## src/rtl/axis_arb_pkg.sv

```systemverilog
// Shared types and helpers for the AXI-stream packet arbiter and future schedulers.
package axis_arb_pkg;

  typedef enum logic {ARB_IDLE, ARB_PASS} arb_state_t;

  localparam int unsigned COUNT_WIDTH = 16;
  localparam int unsigned RR_MAX      = 64;
  localparam int unsigned RR_IDX_W    = 6;

  // First set request strictly after 'last', wrapping modulo n (n <= RR_MAX).
  function automatic logic rr_search(input  logic [RR_MAX-1:0] req,
                                     input  int unsigned       last,
                                     input  int unsigned       n,
                                     output int unsigned       idx);
    logic        found;
    int unsigned cand;
    found = 1'b0;
    idx   = '0;
    for (int unsigned k = 1; k <= RR_MAX; k++) begin
      if (k <= n) begin
        cand = last + k;
        if (cand >= n) cand = cand - n;
        if (!found && req[cand[RR_IDX_W-1:0]]) begin
          found = 1'b1;
          idx   = cand;
        end
      end
    end
    return found;
  endfunction

endpackage

```

## src/rtl/round_robin_select.sv

```systemverilog
// Combinational round-robin picker: first asserted request after last_grant, wrapping.
module round_robin_select
  import axis_arb_pkg::*;
#(
  parameter int unsigned N        = 2,
  parameter int unsigned SEL_BITS = $clog2(N)
) (
  input  logic [N-1:0]        req,
  input  logic [SEL_BITS-1:0] last_grant,
  output logic                found,
  output logic [SEL_BITS-1:0] idx
);

  logic [RR_MAX-1:0] req_ext;
  int unsigned       idx_int;

  always_comb begin
    req_ext        = '0;
    req_ext[N-1:0] = req;
    idx_int        = '0;
    found          = rr_search(req_ext, 32'(last_grant), N, idx_int);
    idx            = SEL_BITS'(idx_int);
  end

endmodule

```

## src/rtl/axis_packet_arbiter.sv

```systemverilog
// Round-robin whole-packet arbiter sharing one AXI stream among NUM_INPUTS sources.
// Optional per-input packet counters: define AXIS_PACKET_ARBITER_COUNT_EN.
module axis_packet_arbiter
  import axis_arb_pkg::*;
#(
  parameter int unsigned NUM_INPUTS     = 2,
  parameter int unsigned AXIS_BYTES     = 1,
  parameter int unsigned AXIS_USER_BITS = 1,
  parameter int unsigned SEL_BITS       = $clog2(NUM_INPUTS)
) (
  input  logic                                 clk,
  input  logic                                 sresetn,
  output logic [NUM_INPUTS-1:0]                axis_i_tready,
  input  logic [NUM_INPUTS-1:0]                axis_i_tvalid,
  input  logic [NUM_INPUTS-1:0]                axis_i_tlast,
  input  logic [NUM_INPUTS*AXIS_BYTES-1:0]     axis_i_tkeep,
  input  logic [NUM_INPUTS*AXIS_BYTES*8-1:0]   axis_i_tdata,
  input  logic [NUM_INPUTS*AXIS_USER_BITS-1:0] axis_i_tuser,
  input  logic                                 axis_o_tready,
  output logic                                 axis_o_tvalid,
  output logic                                 axis_o_tlast,
  output logic [AXIS_BYTES-1:0]                axis_o_tkeep,
  output logic [AXIS_BYTES*8-1:0]              axis_o_tdata,
  output logic [AXIS_USER_BITS-1:0]            axis_o_tuser,
`ifdef AXIS_PACKET_ARBITER_COUNT_EN
  output logic [NUM_INPUTS*COUNT_WIDTH-1:0]    pkt_count,
`endif
  output logic [SEL_BITS-1:0]                  axis_o_src
);

  arb_state_t           state_q, state_d;
  logic [SEL_BITS-1:0]  grant_q, grant_d;
  logic [SEL_BITS-1:0]  last_grant_q, last_grant_d;
  logic                 rr_found;
  logic [SEL_BITS-1:0]  rr_idx;

  logic                      sel_valid, sel_last;
  logic [AXIS_BYTES-1:0]     sel_keep;
  logic [AXIS_BYTES*8-1:0]   sel_data;
  logic [AXIS_USER_BITS-1:0] sel_user;

  round_robin_select #(
    .N        (NUM_INPUTS),
    .SEL_BITS (SEL_BITS)
  ) u_rr (
    .req        (axis_i_tvalid),
    .last_grant (last_grant_q),
    .found      (rr_found),
    .idx        (rr_idx)
  );

  always_comb begin
    sel_valid = 1'b0;
    sel_last  = 1'b0;
    sel_keep  = '0;
    sel_data  = '0;
    sel_user  = '0;
    for (int unsigned i = 0; i < NUM_INPUTS; i++) begin
      if (SEL_BITS'(i) == grant_q) begin
        sel_valid = axis_i_tvalid[i];
        sel_last  = axis_i_tlast[i];
        sel_keep  = axis_i_tkeep[i*AXIS_BYTES +: AXIS_BYTES];
        sel_data  = axis_i_tdata[i*AXIS_BYTES*8 +: AXIS_BYTES*8];
        sel_user  = axis_i_tuser[i*AXIS_USER_BITS +: AXIS_USER_BITS];
      end
    end
  end

  always_comb begin
    state_d       = state_q;
    grant_d       = grant_q;
    last_grant_d  = last_grant_q;
    axis_o_tvalid = 1'b0;
    axis_o_tlast  = sel_last;
    axis_o_tkeep  = sel_keep;
    axis_o_tdata  = sel_data;
    axis_o_tuser  = sel_user;
    axis_i_tready = '0;
    axis_o_src    = grant_q;
    if (state_q == ARB_IDLE) begin
      if (rr_found) begin
        grant_d = rr_idx;
        state_d = ARB_PASS;
      end
    end else begin
      axis_o_tvalid = sel_valid;
      for (int unsigned i = 0; i < NUM_INPUTS; i++) begin
        if (SEL_BITS'(i) == grant_q) axis_i_tready[i] = axis_o_tready;
      end
      if (sel_valid && axis_o_tready && sel_last) begin
        last_grant_d = grant_q;
        state_d      = ARB_IDLE;
      end
    end
  end

  always_ff @(posedge clk or negedge sresetn) begin
    if (!sresetn) begin
      state_q      <= ARB_IDLE;
      grant_q      <= '0;
      last_grant_q <= SEL_BITS'(NUM_INPUTS - 1);
    end else begin
      state_q      <= state_d;
      grant_q      <= grant_d;
      last_grant_q <= last_grant_d;
    end
  end

`ifdef AXIS_PACKET_ARBITER_COUNT_EN
  logic [COUNT_WIDTH-1:0] cnt_q [NUM_INPUTS];
  logic [COUNT_WIDTH-1:0] cnt_d [NUM_INPUTS];

  always_comb begin
    for (int unsigned i = 0; i < NUM_INPUTS; i++) begin
      cnt_d[i] = cnt_q[i];
      if (axis_o_tvalid && axis_o_tready && axis_o_tlast && SEL_BITS'(i) == grant_q)
        cnt_d[i] = cnt_q[i] + 1'b1;
      pkt_count[i*COUNT_WIDTH +: COUNT_WIDTH] = cnt_q[i];
    end
  end

  always_ff @(posedge clk or negedge sresetn) begin
    if (!sresetn) begin
      for (int unsigned i = 0; i < NUM_INPUTS; i++) cnt_q[i] <= '0;
    end else begin
      for (int unsigned i = 0; i < NUM_INPUTS; i++) cnt_q[i] <= cnt_d[i];
    end
  end
`endif

endmodule

```

## config.mk

```make
export PLATFORM = sky130hd
export DESIGN_NAME = axis_packet_arbiter
export DESIGN_NICKNAME = d
export VERILOG_FILES = /design/src/rtl/axis_arb_pkg.sv /design/src/rtl/round_robin_select.sv /design/src/rtl/axis_packet_arbiter.sv
export SDC_FILE = /design/constraint.sdc
export NUM_CORES = 1
export LEC_CHECK = 0
export CORE_AREA = 2 2 39 41
export CTS_CLUSTER_DIAMETER = 40
export CTS_CLUSTER_SIZE = 16
export DETAILED_ROUTE_END_ITERATION = 12
export DIE_AREA = 0 0 41 43
export HOLD_SLACK_MARGIN = 0.12
export PLACE_DENSITY = 0.8
export SKIP_CTS_REPAIR_TIMING = 1
export SLEW_MARGIN = 30
export SYNTH_ARGS = -nofsm -noshare
export SYNTH_HDL_FRONTEND = slang
export SYNTH_SLANG_ARGS = --single-unit
```

## constraint.sdc

```tcl
create_clock -name clk -period 3.4 [get_ports clk]
set_input_delay 1.02 -clock clk [delete_from_list [all_inputs] [get_ports clk]]
set_output_delay 1.02 -clock clk [all_outputs]
set_load 0.02 [all_outputs]
```

==> key figures <==
Worst setup path
  – Worst path cell trace: clkdlybuf4s50_1 > mux2_4 > clkdlybuf4s50_1
  – Crit path DAT: 2.30 ns
  – Critical-path cell with the highest stage delay: clkdlybuf4s50_1
  – CP Launch Type: primary input
  – Buf/Inv on CP: 2
  – Crit-path max FO: 2
  – Critical path's largest stage delay: 0.54 ns
  – CP top delay family: buffers and inverters
  – Instance count on the critical path: 3
  – Reg2Reg Depth: 3
  – Crit path top cell by count: clkdlybuf4s50_1
  – Critical path required time: 2.38 ns
  – Crit. End Element: output port
  – Setup CP Type: primary input to output port

Cells and area
  – Final net count: approximately 110
  – Design Area, Final: around 800 um^2
  – Fin util: between 50% and 60%
  – Area grow syn2layout: 135%
  – Non-Filler Instances: 93
  – Most common cell after layout, fill and taps aside: clkdlybuf4s50_1
  – Diode count: 0
  – Fraction of layout instances using a drive strength above 1: between 20 and 30%
  – Most frequent cells in the layout: clkdlybuf4s50_1 (40), mux2_2 (10), buf_4 (4)

CTS
  – Clock-pin slew on the worst setup and hold paths: 0.04 ns
  – CTS Buffer Depth: 2
  – Cts bufs inserted: 3
  – H-tree depth: 1
  – Sink Count: 3
  – Worst-skew pair later-pin latency: about 0.23 ns
  – Clock root cell: clkbuf_4
  – CTS tree: done

Status
  – Status: complete, no violations

Synthesis
  – Post-Synth Simple-Gate Area: about an eighth
  – Synth Area per Inst: 11.0 um^2
  – Post-synthesis adder-cell area fraction: 0%
  – Post-synthesis mux area share: a little over two fifths
  – Syn Nets: a little under 60
  – Synth top area cells: mux2_2 (33%), dfrtp_1 (15%), mux2_4 (8.8%), dfstp_2 (7.7%), a41oi_2 (4.8%)
  – Post-Synthesis Cells: 31
  – Synth Register Bits: 3
  – Post-synth cell types: 19
  – Post-synth top area share: approximately a third
  – Post-Synth XOR/XNOR Area: 0%
  – Sequential area share after synthesis: around 22%
  – Synth area leader: mux2_2
  – Main combinational cell family by area after synthesis: multiplexers
  – Post-synthesis compound-gate area fraction: 13.2%
  – Ys Warns: 0
  – Synthesized cell area: 340 um^2

Placed design
  – Port Buf Inserts: 41
  – Hpwl dp: around 1.1 mm
  – Setup WS pre-CTS: -0.0780 ns
  – Post-DP Area: roughly 770 um^2
  – Placed Cells: slightly below 90
  – GPL Wtd Cong: between 0.6 and 0.7

Hold path
  – Worst min path class: flip-flop to flip-flop
  – Worst hold path depth: 1

GRT
  – Remaining Overflow, GRT: 0
  – Initial antenna violation count: 0
  – Global-route usage over all layers: 15.1%
  – First-pass GRT wire length: 1.83 mm
  – Largest net degree at the start of global routing: 18
  – Vias in the first global route: between 400 and 500

Timing
  – Slew HR: roughly 57%
  – Final period util: just under 100%
  – Fin Clk Skew: 0.00244 ns
  – Setup slack after layout: slightly above 0.08 ns
  – Fin crit period: 3.32 ns
  – Least-Margin Pin Slew: ~0.64 ns
  – Final Max Slew Viols: 0
  – Final Hold Viols: 0
  – Final Setup Violations: 0
  – RSZ-0062 raised after global routing: false
  – FMAX: 301 MHz

Die
  – I/O Pins: 42
  – Row cnt: 14
  – Initial Util: 24.6%
  – Core area: between 1000 and 1500 um^2
  – Die Span X: approximately 41 um
  – DIE AREA: ~1800 um^2
  – Die Ht: around 43 um

Detailed routing
  – WL final: ~1.2 mm
  – Post-DR vias/cell: 4.74
  – Antenna-violating nets left: 0
  – Via count: between 400 and 500
  – Wire length per cell: ~13 um
  – DRC Markers: 0
  – Initial DRC count: 5
  – Number of detailed-route iterations in the first pass: 2

Pwr
  – Total power: around 490 uW
  – Leakage power total: approximately 0.33 nW
  – VDD IR-drop max: approximately 0.26 mV
  – Power per cell area: about 600 nW/um^2

Job
  – Maxcap violations: 0
==> sequential cells by signal, indices dropped and copies added, names as in the netlist <==
signal,cells
axis_o_src,1
last_grant_q,1
state_q,1
==> synth_stat cells <==
cell,instances
mux2_2,10
dfrtp_1,2
mux2_4,2
nand2_1,2
a22o_1,1
a32o_1,1
a41o_1,1
a41oi_2,1
and2_2,1
and3_1,1
buf_2,1
buf_6,1
clkbuf_8,1
dfstp_2,1
inv_1,1
nand2b_1,1
nand4_1,1
nor2_1,1
nor3_1,1
==> metrics by stage <==
| step | hold slack [ns] | setup TNS [ns] |
|---|---|---|
| 2_1_floorplan | 0.545 | 0 |
| 6_report | 0.560 | 0 |
| 5_1_grt | 0.567 | 0 |
| 3_3_place_gp | 0.563 | -0.0380 |
| 3_5_place_dp | 0.557 | -0.0780 |
| 4_1_cts | 0.562 | -0.0816 |
==> kinds of logic (layout without fill, tap and decap cells) <==
logic type,count (synthesis),in the layout
flip-flops,3,3
AO/OA/AOI/OAI,4,4
buffers and inverters,4,50
multiplexers,12,12
AND/OR/NAND/NOR,8,8
==> worst register-to-register path, stage by stage (launching register included) <==
cell	delay, ns
dfrtp_1	0.74
mux2_4	0.36
buf_4	0.14
a41oi_2	0.17
==> routing by layer <==
layer | track usage [%] | share of wire, % | up-vias
met2 | 28.7 | 61 | 19
met1 | 14.5 | 31 | 211
li1 | - | - | 209
met3 | 3.66 | 7.0 | 2
met4 | 4.00 | 0.88 | 0
met5 | 0 | 0 | -
==> report_power, final <==
part	switching [mW]	internal (mW)
registers	0.0445	0.0533
logic	0.128	0.203
clock network	0.0174	0.0439
total	0.190	0.301
==> final timing paths <==
kind,from,to,slack [ns]
worst max-delay path,axis_i_tlast[0],axis_o_tlast,0.08
worst max register to register,axis_o_src,state_q,1.92
min in group asynchronous,sresetn,state_q,0.97
worst min-delay path,last_grant_q,last_grant_q,0.56
max in group asynchronous,sresetn,last_grant_q,2.21
worst min register to register,last_grant_q,last_grant_q,0.56
==> cell type report <==
cell class,count,area [um^2]
Timing Repair Buffer,45,443
Sequential cell,3,76.3
Tap cell,16,20.0
Multi-Input combinational cell,24,230
Inverter,1,3.75
Clock buffer,4,26.3
Fill cell,132,584
(Power assumes the default switching activity.)
